### src/rtl/program_counter_stack_pkg.sv
// Shared defaults and helpers for the fetch-side program counter / return stack.
//   PCS_ADDR_WIDTH  : default PC / target / stack entry width
//   PCS_STACK_DEPTH : default number of return-address entries (>= 2)
//   PCS_RESET_ADDR  : default PC value after reset
//   PCS_DEPTH_W     : width of the depth counter, clog2(STACK_DEPTH+1)
package program_counter_stack_pkg;

   localparam int unsigned PCS_ADDR_WIDTH  = 16;
   localparam int unsigned PCS_STACK_DEPTH = 8;
   localparam int unsigned PCS_RESET_ADDR  = 0;

   // Counter width able to hold 0..depth inclusive.
   function automatic int unsigned depth_width(input int unsigned depth);
      return $clog2(depth + 1);
   endfunction

   localparam int unsigned PCS_DEPTH_W = depth_width(PCS_STACK_DEPTH);

endpackage

### src/rtl/program_counter_stack_ras.sv
// Register-array LIFO holding return addresses.
//   clk, rst     : clock, synchronous active-high reset (clears depth only)
//   push, pop    : push push_data / drop top entry; push-when-full and
//                  pop-when-empty are no-ops
//   top_data     : most recently pushed entry (zero when empty)
//   depth        : number of valid entries
//   full, empty  : depth == DEPTH / depth == 0
module return_address_stack
   import program_counter_stack_pkg::*;
#(
   parameter int unsigned WIDTH = PCS_ADDR_WIDTH,
   parameter int unsigned DEPTH = PCS_STACK_DEPTH
) (
   input  logic                          clk,
   input  logic                          rst,
   input  logic                          push,
   input  logic                          pop,
   input  logic [WIDTH-1:0]              push_data,
   output logic [WIDTH-1:0]              top_data,
   output logic [depth_width(DEPTH)-1:0] depth,
   output logic                          full,
   output logic                          empty
);

   localparam int unsigned DW    = depth_width(DEPTH);
   localparam int unsigned IDX_W = $clog2(DEPTH);

   logic [WIDTH-1:0] mem [DEPTH];
   logic [DW-1:0]    cnt;
   logic [IDX_W-1:0] wr_idx;
   logic [IDX_W-1:0] top_idx;

   assign full    = (cnt == DW'(DEPTH));
   assign empty   = (cnt == '0);
   assign depth   = cnt;
   // wr_idx is only used while not full, top_idx only while not empty.
   assign wr_idx  = IDX_W'(cnt);
   assign top_idx = IDX_W'(cnt - DW'(1));
   assign top_data = empty ? '0 : mem[top_idx];

   // Occupancy counter.
   always_ff @(posedge clk) begin
      if (rst) begin
         cnt <= '0;
      end else if (push && !full) begin
         cnt <= cnt + DW'(1);
      end else if (pop && !empty) begin
         cnt <= cnt - DW'(1);
      end
   end

   // Entry storage; contents are meaningless after reset, so no reset here.
   always_ff @(posedge clk) begin
      if (push && !full) begin
         mem[wr_idx] <= push_data;
      end
   end

endmodule

### src/rtl/program_counter_stack.sv
// Instruction-fetch sequencer: program counter plus hardware return stack.
//   Clock, Reset  : clock, synchronous active-high reset
//   iEnable       : 1 = advance, 0 = stall (all state holds)
//   iJump/iCall/iRet, iTarget : control requests, priority ret > call > jump
//   oAddress      : registered PC to the instruction ROM
//   oStackDepth/oStackFull/oStackEmpty : return-stack occupancy
//   oOverflow/oUnderflow : sticky call-when-full / ret-when-empty flags
module program_counter_stack
   import program_counter_stack_pkg::*;
#(
   parameter int unsigned ADDR_WIDTH  = PCS_ADDR_WIDTH,
   parameter int unsigned STACK_DEPTH = PCS_STACK_DEPTH,
   parameter int unsigned RESET_ADDR  = PCS_RESET_ADDR
) (
   input  logic                                Clock,
   input  logic                                Reset,
   input  logic                                iEnable,
   input  logic                                iJump,
   input  logic                                iCall,
   input  logic                                iRet,
   input  logic [ADDR_WIDTH-1:0]               iTarget,
   output logic [ADDR_WIDTH-1:0]               oAddress,
   output logic [depth_width(STACK_DEPTH)-1:0] oStackDepth,
   output logic                                oStackFull,
   output logic                                oStackEmpty,
   output logic                                oOverflow,
   output logic                                oUnderflow
);

   logic [ADDR_WIDTH-1:0] pc;
   logic [ADDR_WIDTH-1:0] pc_next;
   logic [ADDR_WIDTH-1:0] pc_inc;
   logic [ADDR_WIDTH-1:0] top_data;
   logic                  push;
   logic                  pop;
   logic                  ovf;
   logic                  unf;
   logic                  ovf_set;
   logic                  unf_set;
   logic                  full;
   logic                  empty;

   // Return address is always relative to the current PC; wraps naturally.
   assign pc_inc = pc + ADDR_WIDTH'(1);

   // Request arbitration and next-PC selection.
   always_comb begin
      pc_next = pc;
      push    = 1'b0;
      pop     = 1'b0;
      ovf_set = 1'b0;
      unf_set = 1'b0;
      if (iEnable) begin
         if (iRet) begin
            if (!empty) begin
               pop     = 1'b1;
               pc_next = top_data;
            end else begin
               unf_set = 1'b1;
               pc_next = pc_inc;
            end
         end else if (iCall) begin
            pc_next = iTarget;
            if (!full) begin
               push = 1'b1;
            end else begin
               ovf_set = 1'b1;
            end
         end else if (iJump) begin
            pc_next = iTarget;
         end else begin
            pc_next = pc_inc;
         end
      end
   end

   // PC and sticky error flags.
   always_ff @(posedge Clock) begin
      if (Reset) begin
         pc  <= ADDR_WIDTH'(RESET_ADDR);
         ovf <= 1'b0;
         unf <= 1'b0;
      end else begin
         pc <= pc_next;
         if (ovf_set) ovf <= 1'b1;
         if (unf_set) unf <= 1'b1;
      end
   end

   return_address_stack #(
      .WIDTH (ADDR_WIDTH),
      .DEPTH (STACK_DEPTH)
   ) u_ras (
      .clk       (Clock),
      .rst       (Reset),
      .push      (push),
      .pop       (pop),
      .push_data (pc_inc),
      .top_data  (top_data),
      .depth     (oStackDepth),
      .full      (full),
      .empty     (empty)
   );

   assign oAddress    = pc;
   assign oStackFull  = full;
   assign oStackEmpty = empty;
   assign oOverflow   = ovf;
   assign oUnderflow  = unf;

endmodule

### config.mk
export PLATFORM = sky130hd
export DESIGN_NAME = program_counter_stack
export DESIGN_NICKNAME = d
export VERILOG_FILES = /design/src/rtl/program_counter_stack_pkg.sv /design/src/rtl/program_counter_stack_ras.sv /design/src/rtl/program_counter_stack.sv
export SDC_FILE = /design/constraint.sdc
export NUM_CORES = 1
export LEC_CHECK = 0
export ABC_AREA = 1
export ABC_CLOCK_PERIOD_IN_PS = 2990
export BUFFER_PORTS_ARGS = -buffer_cell sky130_fd_sc_hd__buf_2
export CAP_MARGIN = 20
export CELL_PAD_IN_SITES_DETAIL_PLACEMENT = 1
export CELL_PAD_IN_SITES_GLOBAL_PLACEMENT = 1
export CORE_ASPECT_RATIO = 1.4
export CORE_UTILIZATION = 42
export DETAILED_ROUTE_END_ITERATION = 6
export GPL_TIMING_DRIVEN = 0
export PLACE_DENSITY = 0.79
export RECOVER_POWER = 25
export SLEW_MARGIN = 0
export SYNTH_ARGS = -nofsm -noshare
export SYNTH_HDL_FRONTEND = slang
export SYNTH_SLANG_ARGS = --single-unit
### constraint.sdc
create_clock -name Clock -period 2.99 [get_ports Clock]
set_input_delay 0.1495 -clock Clock [delete_from_list [all_inputs] [get_ports Clock]]
set_output_delay 0.1495 -clock Clock [all_outputs]
set_load 0.02 [all_outputs]
# Word level (Yosys, flattened, before mapping)
# Memory sizes are Yosys's and may differ from the RTL's.
# Index checks and enable logic that the tools add are counted.
[classes]
n_mul = 0
n_bitwise = 0
n_mux = 22
div = 0
reduce_logical = 6
shift = 0
n_addsub = 3
eq_ne = 1
order_cmp = 0
[op_table]
columns = ["op", "n"]
rows = [
  ["$mux W16", 4],
  ["$add A16 B1 Y16 const B", 1],
  ["$mux W1", 16],
  ["$mux W4", 2],
  ["$add A4 B1 Y4 const B", 1],
  ["$eq A4 B4 Y1 const B", 1],
  ["$logic_not A4 Y1", 1],
  ["$sub A4 B1 Y4 const B", 1],
  ["$logic_and A1 B1 Y1", 2],
  ["$logic_not A1 Y1", 2],
  ["$reduce_bool A2 Y1", 1],
]
[totals]
latchBits = 0
inputBits = 22
regBits = 22
memories = 1
rom_bits = 0
ramBits = 128
[mem_list]
columns = ["memory", "depth", "width", "rd", "rd_clocked_by_memory_dff", "write_ports", "line", "source"]
rows = [
  ["u_ras.mem", 8, 16, 1, 0, 1, "program_counter_stack_ras.sv:28", "logic [WIDTH-1:0] mem [DEPTH];"],
]

# Logic depth before layout (Yosys ltp)
# Gate-level depths: netlist of run 1.
[logic_depth]
word_depth = 8
mapped_depth = 13
mapped_depth_nobuf = 11

# Modules after synthesis
# From an unflattened synthesis of run 1, not the netlist that was laid out.
[hier_totals]
cells_unflattened = 691
area_unflattened_um2 = 6850.3
[by_module_without_submodules]
columns = ["module", "seq_area_each_um2", "area_per_inst_um2", "n_inst", "cells_per_inst"]
rows = [
  ["return_address_stack", 3923.8, 5415.2, 1, 436],
  ["program_counter_stack", 360.3, 1435.1, 1, 255],
]

# Worst setup path after synthesis of run 1
# Ideal clock, no wire load.
[synth_path]
path_type = "reg-to-reg"
from = "register u_ras.cnt[0] (netlist: u_ras.depth[0])"
to = "memory u_ras.mem[6][0] in the netlist's numbering, enable pin"
synth_period_minus_slack_ns = 3.157
n_path_buf = 2
stages_incl_launch_ff = 10
path_slack_ns = -0.167
setup_ns = 0.409
arrival_ns = 2.748
cell_sequence = "dfxtp_1 > buf_2 > inv_2 > buf_2 > ha_1 > nand3_1 > nand2_1 > inv_1 > nand2_1 > nor3_1"
[synth_between]
elab_chain_len = 8
word_cells_on_any_way = 9
[synth_lines]
columns = ["element", "line", "source"]
rows = [
  ["start: declaration", "program_counter_stack_ras.sv:29", "logic [DW-1:0] cnt;"],
  ["start signal: assignment", "program_counter_stack_ras.sv:46", "cnt <= cnt + DW'(1);"],
  ["start signal: assignment", "program_counter_stack_ras.sv:48", "cnt <= cnt - DW'(1);"],
  ["$eq A4 B4 Y1", "program_counter_stack_ras.sv:33", "assign full = (cnt == DW'(DEPTH));"],
  ["$mux W1", "program_counter_stack.sv:64", "if (!full) begin"],
  ["$mux W1", "program_counter_stack.sv:62", "end else if (iCall) begin"],
  ["$mux W1", "program_counter_stack.sv:54", "if (iRet) begin"],
  ["$mux W1", "program_counter_stack.sv:53", "if (iEnable) begin"],
  ["$logic_and A1 B1 Y1", "program_counter_stack_ras.sv:54", "if (push && !full) begin"],
  ["$mux W1", "program_counter_stack_ras.sv:54", ""],
  ["$mux W1 (not written as such)", "program_counter_stack_ras.sv:55", "mem[wr_idx] <= push_data;"],
  ["end: declaration", "program_counter_stack_ras.sv:28", ""],
]
# Several ways; a longest one is shown, not always the timed one.

# Worst setup path in the final report of run 1
[layout_path]
from = "register u_ras.cnt[0] (netlist: u_ras.depth[0])"
to = "register pc[5] (netlist: oAddress[5])"
[layout_between]
elab_chain_len = 4
word_cells_on_any_way = 5
[layout_lines]
columns = ["element", "line", "source"]
rows = [
  ["$sub A4 B1 Y4", "program_counter_stack_ras.sv:38", "assign top_idx = IDX_W'(cnt - DW'(1));"],
  ["$mem_v2 Z8 W16", "-", ""],
  ["$mux W16 *", "program_counter_stack.sv:55", "if (!empty) begin"],
  ["$mux W16 *", "program_counter_stack.sv:54", ""],
  ["end signal: assignment", "program_counter_stack.sv:80", "pc <= ADDR_WIDTH'(RESET_ADDR);"],
  ["end signal: assignment", "program_counter_stack.sv:84", "pc <= pc_next;"],
  ["end: declaration", "program_counter_stack.sv:30", "logic [ADDR_WIDTH-1:0] pc;"],
]
# Mark *: on every way between the ends. The rest lies on a longest branch, timed or not.
# A chain may end at the register's enable or synchronous reset.

==> flow_metrics.py, run 1 <==
metrics = {
    "outcome": {
        "run_status": "finished clean",
    },
    "clocking": {
        "cts_htree_levels": 4,
        "cts.clk_slew.worst_paths_ns": 0.06,
        "cts_tree": "built",
        "root_buffer": "sky130_fd_sc_hd__clkbuf_16",
        "clk_latency_ns": 0.43,
        "tritoncts_num_sinks": 150,
        "clock_buffers_created_by_tritoncts": 17,
        "cts-root-to-sink-buffers": 2,
        "cts_hold_buf": 0,
    },
    "grt": {
        "grt_usage_pct": 30.1,
        "grt_max_degree": 17,
        "grt_first_pass_wirelength_mm": 36.1,
        "antenna_found_initial": 0,
        "grt_pass1_vias": 6241,
        "grt_overflow_total": 0,
    },
    "routing": {
        "drt_first_iter_violations": 522,
        "drt-pass1-iter-count": 5,
        "post_drt_via_cell_ratio": 5.79,
        "drc": 0,
        "number_of_vias_after_detailed_routing": 5934,
        "drtAntennaViolNets": 0,
        "wire_per_inst_um": 23.8,
        "totalWireLength_mm": 24.4,
    },
    "final_layout": {
        "finalNonFillerCells": 1025,
        "antenna-diode-count": 0,
        "num-nets-final": 838,
        "area_growth_syn_to_layout_pct": 20.1,
        "layout_utilization_pct": 51.3,
        "post_route_cells_drive_above_1_share_pct": 14.4,
    },
    "worst_setup_path": {
        "cp-start-kind": "register",
        "worst_ep_arrival_time_ns": 3.25,
        "r2r_start": "u_ras.depth[0]",
        "worst_path_max_fanout": 10,
        "cell_count_of_the_worst_reg_to_reg_path": 11,
        "end_kind": "register",
        "critical_path_required_ns": 3.31,
        "critical_path_class": "register to register",
        "timing.rr.end": "oAddress[5]",
        "setup.reg_to_reg.worst_slack_ns": 0.06,
    },
    "sta": {
        "slew-limit-headroom_pct": 32.9,
        "fin_worst_skew_ns": 0.0111,
        "highest_clock_rate_mhz": 341,
        "final_period_minus_worst_setup_slack_ns": 2.93,
        "grt_setup_unrepaired": "true",
        "tightest_slew_ns": 1.00,
        "timing.hold.ws_ns": 0.126,
        "finalSetupViolCount": 0,
        "finalHoldViolCount": 0,
        "fin_max_slew_vios": 0,
        "post_route_fraction_of_the_period_consumed_by_the_critical_path_pct": 98.0,
    },
    "logic_synthesis": {
        "mappedNetlistArea_sq_um": 6880,
        "post_synth_inst_count": 733,
        "yosys_warnings": 0,
        "synth_sequential_area_ratio_pct": 62.3,
        "synth.ff_latch_count": 150,
        "synth_cell_types": 27,
        "mappedNetlistNets": 758,
        "postSynthAreaPerCell_sq_um": 9.38,
    },
    "run": {
        "max_cap_violations": 0,
    },
    "pwr": {
        "pwr_density_cell_nw_per_um2": 709,
        "vdd_drop_max_uv": 400,
        "p_leak_uw": 0.00336,
        "p_total_uw": 5860,
    },
    "placed_design": {
        "portBuffers": 43,
        "post-place-cells": 983,
        "dp.final_hpwl_mm": 16.0,
        "gp_routability_congestion": 0.869,
    },
    "die": {
        "core_region_area_sq_um": 16100,
        "fp-row-count": 55,
        "die_area_sq_um": 16900,
        "die_extent_in_x_um": 110,
        "die_h_um": 153,
        "io_pins": 46,
        "initial_core_utilization_pct": 42.7,
    },
    "hold_path": {
        "hold_start": "iTarget[14]",
        "hold-path-cell-count": 5,
        "whs_endpoint": "oAddress[14]",
        "timing.hold.worst.class": "input pin to register",
    },
}
-- worst max-delay path by stage --
stage,from,endpoint,cells past startpoint
detailed placement,u_ras.depth[0],u_ras.mem[1][7],10
CTS,u_ras.depth[0],u_ras.mem[4][6],10
global placement,u_ras.depth[0],u_ras.mem[2][15],9
finish,u_ras.depth[0],oAddress[5],11
floorplan,u_ras.depth[0],u_ras.mem[0][0],9
global route,u_ras.depth[0],u_ras.mem[6][9],10
-- cells in the final DEF, fill, tap and decap left out, types with 3 or more instances in the layout --
master                      count
sky130_fd_sc_hd__nand3b_1       4
sky130_fd_sc_hd__buf_8          5
sky130_fd_sc_hd__a21oi_1       22
sky130_fd_sc_hd__xnor2_1        3
sky130_fd_sc_hd__buf_4         11
sky130_fd_sc_hd__clkbuf_2       4
sky130_fd_sc_hd__buf_2         52
sky130_fd_sc_hd__and2_1         5
sky130_fd_sc_hd__ha_1           3
sky130_fd_sc_hd__nand4_1        3
sky130_fd_sc_hd__clkbuf_16     21
sky130_fd_sc_hd__nand3_1       79
sky130_fd_sc_hd__clkinv_2       3
sky130_fd_sc_hd__o211ai_1       9
sky130_fd_sc_hd__clkbuf_1      19
sky130_fd_sc_hd__o21ai_0       65
sky130_fd_sc_hd__dfxtp_1       22
sky130_fd_sc_hd__inv_1         63
sky130_fd_sc_hd__nor2_1        99
sky130_fd_sc_hd__nor2_4         6
sky130_fd_sc_hd__edfxtp_1     128
sky130_fd_sc_hd__buf_16         3
sky130_fd_sc_hd__nand2_1      177
-- flip-flops by register name (all words and copies together) (netlist names) --
signal       cells
oOverflow        1
u_ras.depth      4
oAddress        16
oUnderflow       1
u_ras.mem      128
-- per-layer routing --
metal	vias up	track usage [%]	routed length, um
li1	2623	-	-
met1	2951	34.1	8960
met2	271	52.8	13100
met3	89	4.86	1280
met4	0	16.6	1060
met5	-	0	0
-- area by class of cell --
class / instances / area, sq um
fillers: 1881 / 7850
flip-flops and latches: 150 / 4280
multi-input cells: 485 / 2250
clock buffers: 24 / 537
repair buffers: 61 / 450
well taps: 199 / 249
inverters: 65 / 244
plain buffers: 33 / 165
clock inverters: 8 / 80.1
-- logic make-up (layout without fill, tap and decap cells) --
| logic type | count (synthesis) | in the layout | synth area share, % |
|---|---|---|---|
| flops | 150 | 150 | 62.3 |
| fa+ha+maj | 3 | 3 | 0.546 |
| simple gates | 376 | 376 | 22.6 |
| compound gates | 100 | 100 | 7.71 |
| buf+inv | 98 | 191 | 5.88 |
| xor+xnor | 6 | 6 | 0.983 |
-- synth_stat cells (all sizes together) --
cell	number	share of area [%]
and2	5	0.45
nor3	2	0.22
nand4	3	0.27
xor2	2	0.36
a21oi	22	1.6
o21ai	65	4.7
inv	65	3.5
xnor2	4	0.62
nand3	79	5.7
dfxtp	22	6.4
nand3b	4	0.44
a31oi	2	0.18
ha	3	0.55
clkbuf	9	0.49
o21bai	2	0.22
buf	24	1.8
nor2	106	5.8
nand2	177	9.7
edfxtp	128	56
o211ai	9	0.98
-- critical path: stages, from the launching register on --
cell and delay [ns]:
sky130_fd_sc_hd__dfxtp_1 0.41, sky130_fd_sc_hd__buf_2 0.25, sky130_fd_sc_hd__inv_2 0.14, sky130_fd_sc_hd__buf_2 0.22
sky130_fd_sc_hd__ha_1 0.35, sky130_fd_sc_hd__xnor2_2 0.54, sky130_fd_sc_hd__buf_2 0.42, sky130_fd_sc_hd__nand3_1 0.16
sky130_fd_sc_hd__nand2_1 0.12, sky130_fd_sc_hd__nor2_1 0.06, sky130_fd_sc_hd__nor2_1 0.10, sky130_fd_sc_hd__nor2_1 0.05
-- stage by stage --
| step | area (sq um) | setup WS (ns) | setup TNS [ns] |
|---|---|---|---|
| 6_report | 8260 | 0.0585 | 0 |
| 5_1_grt | 8260 | -0.0803 | -2.05 |
| 4_1_cts | 8160 | -0.0701 | -1.12 |
| 3_5_place_dp | 7530 | -0.0401 | -0.314 |
| 3_3_place_gp | 7350 | -0.746 | -79.34 |
| 2_1_floorplan | 6880 | 0.274 | 0 |
-- power breakdown --
group          total (uW)  switching [uW]  internal [uW]
registers            2410            51.5           2360
clock network        2250             900           1350
logic                1200             880            320
-- repair_timing --
| item | CTS | global route |
|---|---|---|
| endpoints found under the setup margin | 52 | 93 |
| pin swaps | 0 | 4 |
| setup buffers | 1 | 9 |
| resized for setup | 2 | 9 |
Power figures use the tool's default switching activity.
==> run 2, diff against run 1 <==
MAX_ROUTING_LAYER = met4   (was unset)
==> run 2 against run 1 <==
Effect of this change: clock-buffer cell count is 4 lower; via count is 3.1% lower; global-route usage is 0.20 points lower; worst hold slack worse by 0.024 ns; flip-flop and latch count stayed put; sequential power hardly changed; cell area is 0.89% lower; register-to-register slack hardly changed; wire length is 3.2% lower; sequential share of layout area is 0.47 points higher; clock power is 4% lower; first-iteration DRC count is 8.6% lower; highest routed layer unchanged.
==> flow_metrics.py, run 2 (synthesized netlist as in run 1, its figures left out) <==
metrics = {
    "outcome": {
        "run_status": "finished clean",
    },
    "placed_design": {
        "preCtsSetupSlack_ns": -0.0142,
        "portBuffers": 43,
        "post-place-cells": 983,
        "gp_routability_congestion": 0.877,
        "dp.final_hpwl_mm": 16.2,
        "place_area_sq_um": 7530,
    },
    "sta": {
        "grt_setup_unrepaired": "true",
        "timing.final.ws_setup_ns": 0.0724,
        "highest_clock_rate_mhz": 343,
        "slew-limit-headroom_pct": 33.8,
        "timing.hold.ws_ns": 0.103,
        "finalSetupViolCount": 0,
        "final_period_minus_worst_setup_slack_ns": 2.92,
        "post_route_fraction_of_the_period_consumed_by_the_critical_path_pct": 97.6,
        "tightest_slew_ns": 0.985,
        "finalHoldViolCount": 0,
        "fin_max_slew_vios": 0,
        "fin_worst_skew_ns": 0.00987,
    },
    "final_layout": {
        "final_cell_mix": "sky130_fd_sc_hd__nand2_1, sky130_fd_sc_hd__edfxtp_1, sky130_fd_sc_hd__nor2_1",
        "post_route_cells_drive_above_1_share_pct": 13.5,
        "final_area_sq_um": 8180,
        "area_growth_syn_to_layout_pct": 19.0,
        "num-nets-final": 835,
        "layout.cells.most_common": "sky130_fd_sc_hd__nand2_1",
        "final.fill_count": 1869,
        "regMostFlops": "u_ras.mem",
        "largest_reg_flops": 128,
        "antenna-diode-count": 0,
        "finalNonFillerCells": 1022,
        "layout_utilization_pct": 50.8,
    },
    "worst_setup_path": {
        "crit_path_buffers_inverters": 5,
        "critical_path_class": "register to register",
        "worst_path_max_fanout": 12,
        "critical-path-slowest-cell": "sky130_fd_sc_hd__nor2_2",
        "critical_path_required_ns": 3.13,
        "end_kind": "register",
        "cp-start-kind": "register",
        "worst_ep_arrival_time_ns": 3.05,
        "crit_path_max_incr_delay_ns": 0.45,
        "critical-path-top-delay-family": "buffers and inverters",
        "crit_chain": "buf_2 -> inv_2 -> buf_2 -> ha_2 -> nand3_1 -> nand2_1 -> inv_1 -> nand2_1 -> nor2_2 -> buf_16",
    },
    "grt": {
        "antenna_found_initial": 0,
        "grt_pass1_vias": 6132,
        "grt_usage_pct": 29.9,
        "grt_max_degree": 17,
        "grt_first_pass_wirelength_mm": 34.9,
        "grt_overflow_total": 0,
    },
    "die": {
        "core_region_area_sq_um": 16100,
        "die_extent_in_x_um": 110,
        "io_pins": 46,
        "fp-row-count": 55,
        "die_h_um": 153,
        "die_area_sq_um": 16900,
        "initial_core_utilization_pct": 42.7,
    },
    "pwr": {
        "vdd_drop_max_uv": 404,
        "pwr_density_cell_nw_per_um2": 702,
        "p_leak_uw": 0.00329,
    },
    "clocking": {
        "clock_buffers_created_by_tritoncts": 17,
        "cts-root-to-sink-buffers": 2,
        "cts_tree": "built",
        "clk_latency_ns": 0.43,
        "tritoncts_num_sinks": 150,
        "cts.clk_slew.worst_paths_ns": 0.07,
        "root_buffer": "sky130_fd_sc_hd__clkbuf_16",
        "cts_htree_levels": 4,
    },
    "routing": {
        "drtAntennaViolNets": 0,
        "drc": 0,
        "wire_per_inst_um": 23.1,
        "drt_first_iter_violations": 477,
        "drt-pass1-iter-count": 5,
        "post_drt_via_cell_ratio": 5.63,
        "number_of_vias_after_detailed_routing": 5752,
        "totalWireLength_mm": 23.6,
    },
    "hold_path": {
        "timing.hold.worst.class": "input pin to register",
    },
    "run": {
        "max_cap_violations": 0,
    },
}
run 2: layer usage:
| metal | vias up | global-route usage, % | wire, um |
|---|---|---|---|
| met5 | - | - | 0 |
| met4 | 0 | 15.0 | 915 |
| met3 | 66 | 4.18 | 1100 |
| met2 | 246 | 51.4 | 12700 |
| met1 | 2819 | 33.2 | 8860 |
| li1 | 2621 | - | - |
run 2: report_power, final:
| part | leakage [uW] | switching [uW] | total (uW) | internal, uW |
|---|---|---|---|---|
| combinational | 0.00166 | 857 | 1180 | 318 |
| sequential | 0.00135 | 51.2 | 2410 | 2360 |
| clock | 0.000282 | 905 | 2160 | 1250 |
run 2: repair_timing:
item,4_1_cts,5_1_grt
gates resized for setup,1,8
hold buffers,0,0
endpoints found under the hold margin,0,0
buffers inserted,1,6
endpoints found under the setup margin,52,106
pin swaps,1,3
run 2: layout make-up:
cell class              count  area, sq um  share of cell area [%]
plain buffers              33          164                    2.00
clock buffers              20          479                    5.86
clock inverters            12          114                    1.39
inverters                  65          244                    2.98
multi-input cells         485         2240                    27.4
flip-flops and latches    150         4280                    52.4
well taps                 199          249                    3.04
repair buffers             58          407                    4.97
run 2: tightest hold or removal path, stage by stage:
cell                      delay [ns]
sky130_fd_sc_hd__buf_2          0.09
sky130_fd_sc_hd__inv_1          0.05
sky130_fd_sc_hd__o21ai_0        0.07
sky130_fd_sc_hd__nand2_1        0.06
sky130_fd_sc_hd__a21oi_1        0.06
run 2: stage by stage:
stage | TNS, ns | power (uW)
after global routing | -1.93 | 5900
after CTS | -0.920 | 5710
final | 0 | 5740
after global placement | -76.97 | 3500
after floorplan | 0 | 3130
after detailed placement | -0.192 | 3580
run 2: final timing paths:
check | start | end | slack [ns] | depth (start not counted)
worst max register to register | u_ras.depth[0] | u_ras.mem[1][15] | 0.07 | 10
worst min-delay path | iTarget[14] | oAddress[14] | 0.10 | 5
worst max-delay path | u_ras.depth[0] | u_ras.mem[1][15] | 0.07 | 10
worst min register to register | oUnderflow | oUnderflow | 0.46 | 2
==> run 3, diff against run 2 <==
ABC_AREA = unset   (was 1)
CORE_UTILIZATION = 46   (was 42)
PLACE_DENSITY = 0.8   (was 0.79)
==> run 3 against run 2 <==
Effect of this change: clock-buffer cell count decreased by 3; global-route usage fell by 1.9 points; setup slack better by 0.062 ns; die area fell by 14%; critical path depth is the same; worst hold slack lost 0.042 ns.
==> flow_metrics.py, run 3 <==
metrics = {
    "clocking": {
        "clk_latency_ns": 0.42,
        "tritoncts_num_sinks": 150,
        "cts_tree": "built",
        "root_buffer": "sky130_fd_sc_hd__clkbuf_16",
        "cts-root-to-sink-buffers": 2,
        "cts.clk_slew.worst_paths_ns": 0.06,
        "cts_htree_levels": 4,
        "clock_buffers_created_by_tritoncts": 17,
    },
    "routing": {
        "drtAntennaViolNets": 0,
        "drt-pass1-iter-count": 4,
        "totalWireLength_mm": 18.2,
        "post_drt_via_cell_ratio": 6.03,
        "number_of_vias_after_detailed_routing": 4230,
        "drc": 0,
        "wire_per_inst_um": 25.9,
        "drt_first_iter_violations": 300,
    },
    "final_layout": {
        "largest_reg_flops": 128,
        "num-nets-final": 531,
        "final_area_sq_um": 7830,
        "seq_area_sq_um": 4280,
        "regMostFlops": "u_ras.mem",
        "antenna-diode-count": 0,
        "post_route_cells_drive_above_1_share_pct": 29.9,
        "area_growth_syn_to_layout_pct": 20.9,
        "multi_input_logic_area_sq_um": 2090,
        "layout.cells.most_common": "sky130_fd_sc_hd__edfxtp_1",
        "final.fill_count": 1300,
        "final_cell_mix": "sky130_fd_sc_hd__edfxtp_1, sky130_fd_sc_hd__nand2_1, sky130_fd_sc_hd__buf_2",
    },
    "grt": {
        "grt_usage_pct": 28.0,
        "grt_first_pass_wirelength_mm": 27.4,
        "grt_pass1_vias": 4495,
        "antenna_found_initial": 0,
        "grt_overflow_total": 0,
        "grt_max_degree": 17,
    },
    "die": {
        "initial_core_utilization_pct": 47.7,
        "die_area_sq_um": 14600,
        "die_h_um": 142,
        "io_pins": 46,
        "core_region_area_sq_um": 13600,
        "die_extent_in_x_um": 102,
        "fp-row-count": 50,
    },
    "worst_setup_path": {
        "end_kind": "register",
        "crit_chain": "buf_6 -> buf_6 -> inv_1 -> ha_1 -> or3b_4 -> inv_6 -> nor3_2 -> a22o_1 -> a21oi_2 -> a311oi_2",
        "worst_path_max_fanout": 10,
        "critical_path_required_ns": 3.32,
        "worst_ep_arrival_time_ns": 3.18,
        "critical_path_class": "register to register",
        "cp-start-kind": "register",
        "critical-path-slowest-cell": "sky130_fd_sc_hd__nor3_2",
        "critical-path-top-cell-by-count": "sky130_fd_sc_hd__buf_6",
        "crit_path_max_incr_delay_ns": 0.56,
    },
    "pwr": {
        "pwr-share-clk_pct": 37.8,
        "vdd_drop_max_uv": 306,
        "p_switching_uw": 1650,
        "sequentialPowerShare_pct": 42.6,
        "p_leak_uw": 0.00267,
        "power_frac_comb_pct": 19.6,
        "power.share.switching_pct": 29.0,
        "pwr_density_cell_nw_per_um2": 727,
        "power_report.internal_total_uw": 4040,
    },
    "hold_path": {
        "timing.hold.worst.class": "input pin to register",
    },
    "logic_synthesis": {
        "mappedNetlistArea_sq_um": 6480,
        "synthArstFlopShare_pct": 0,
        "synth_common_cells": "sky130_fd_sc_hd__edfxtp_1, sky130_fd_sc_hd__nand2_1, sky130_fd_sc_hd__mux4_2",
        "mappedNetlistNets": 448,
        "post_synth_inst_count": 423,
        "postSynth.topFlopCell": "sky130_fd_sc_hd__edfxtp_1",
        "postSynthAreaPerCell_sq_um": 15.3,
        "synth_sequential_area_ratio_pct": 66.1,
        "synth_enable_flop_cells": 128,
        "yosysTopAreaCell": "sky130_fd_sc_hd__edfxtp_1",
        "synthMostInstantiatedCell": "sky130_fd_sc_hd__edfxtp_1",
        "yosys_warnings": 0,
        "yosys-top-cells-area": "sky130_fd_sc_hd__edfxtp_1, sky130_fd_sc_hd__mux4_2, sky130_fd_sc_hd__dfxtp_1",
        "synth_cell_types": 52,
        "synth.ff_latch_count": 150,
        "synthDominantCellAreaShare_pct": 59.3,
    },
    "sta": {
        "tightest_slew_ns": 0.840,
        "grt_setup_unrepaired": "true",
        "finalHoldViolCount": 0,
        "fin_max_slew_vios": 0,
        "fin_worst_skew_ns": 0.00777,
        "highest_clock_rate_mhz": 350,
        "final_period_minus_worst_setup_slack_ns": 2.86,
        "timing.final.ws_setup_ns": 0.135,
        "finalSetupViolCount": 0,
        "post_route_fraction_of_the_period_consumed_by_the_critical_path_pct": 95.5,
        "slew-limit-headroom_pct": 43.6,
    },
    "outcome": {
        "run_status": "finished clean",
    },
    "placed_design": {
        "dp.final_hpwl_mm": 12.5,
        "preCtsSetupSlack_ns": -0.0529,
        "place_area_sq_um": 7130,
        "portBuffers": 44,
        "gp_routability_congestion": 0.916,
    },
    "run": {
        "max_cap_violations": 0,
    },
}
[run 3: cell count changes after synthesis, moves of 5 or more]
cell | before | now
sky130_fd_sc_hd__buf_2 | 17 | 9
sky130_fd_sc_hd__xnor2_1 | 3 | 12
sky130_fd_sc_hd__o21ai_0 | 65 | 2
sky130_fd_sc_hd__o211ai_1 | 9 | 0
sky130_fd_sc_hd__a221oi_1 | 0 | 9
sky130_fd_sc_hd__mux4_2 | 0 | 32
sky130_fd_sc_hd__nor3_1 | 1 | 12
sky130_fd_sc_hd__xor2_1 | 1 | 6
sky130_fd_sc_hd__nand2_1 | 177 | 45
sky130_fd_sc_hd__nor2_1 | 106 | 30
sky130_fd_sc_hd__nand3_1 | 79 | 14
sky130_fd_sc_hd__a21oi_1 | 22 | 8
sky130_fd_sc_hd__inv_1 | 63 | 12
[run 3: cells by family after synthesis]
family / count (synthesis) / share of synthesized area [%]
AOI/OAI and AO/OA: 54 / 6.70
xor gates and xnor gates: 18 / 2.43
adders and majority gates: 3 / 0.580
buffers and inverters: 36 / 2.70
DFF: 150 / 66.1
muxes: 32 / 11.1
and+or+nand+nor: 130 / 10.3
[run 3: power groups by stage]
stage / Combinational, uW / Clock, uW / Sequential, uW
after floorplan: 691 / 0 / 2480
after global placement: 1000 / 0 / 2460
after detailed placement: 1070 / 0 / 2470
after CTS: 1090 / 2180 / 2420
after global routing: 1190 / 2260 / 2430
final: 1120 / 2150 / 2420
[run 3: what timing repair did]
item                       4_1_cts  5_1_grt
gates resized for setup          3        6
pin swaps                        0        5
setup endpoints to repair       40       89
buffers inserted                 1        6
hold endpoints to repair         1        0
hold buffers                     1        0
[run 3: worst max-delay path: cells and delay by family (launching register included)]
family	cells	cell delay, ns
buffers and inverters	4	0.59
AND/OR/NAND/NOR	2	0.88
flip-flops	1	0.45
AO/OA/AOI/OAI	3	0.57
adder cells (fa/ha/maj)	1	0.27
[run 3: area by class of cell]
cell class,count,share of cell area [%]
plain buffers,23,1.74
clock inverters,15,2.13
inverters,13,0.687
clock buffers,17,5.43
well taps,182,2.91
multi-input cells,237,26.7
repair buffers,64,5.71
flip-flops and latches,150,54.7
[run 3: path summary, 6_finish.rpt]
path                  start           end  slack (ns)  cells after the start
max reg2reg  u_ras.depth[0]  oAddress[13]        0.13                     10
min reg2reg       oOverflow     oOverflow        0.47                      2
min             iTarget[13]  oAddress[13]        0.06                      3
max          u_ras.depth[0]  oAddress[13]        0.13                     10
[run 3: metal layers]
layer  vias to the layer above  GRT usage [%]  wire length, um
li1                       1828              -                -
met1                      2184           33.8             7140
met2                       169           44.3             9370
met3                        49           6.68              955
met4                         0           12.9              699
met5                         -              -                0
[run 3: through the flow]
| stage | hold WS [ns] | total power, uW | setup TNS, ns | utilization, % | cells |
|---|---|---|---|---|---|
| after floorplan | 0.222 | 3180 | -4.34 | - | 423 |
| after global placement | 0.404 | 3460 | -127.91 | 51.1 | 649 |
| after detailed placement | 0.411 | 3540 | -0.810 | 52.5 | 661 |
| after CTS | 0.0369 | 5700 | -2.33 | 57.1 | 695 |
| after global routing | 0.0648 | 5880 | -0.581 | 57.7 | 701 |
| final | 0.0604 | 5690 | 0 | 57.7 | 701 |
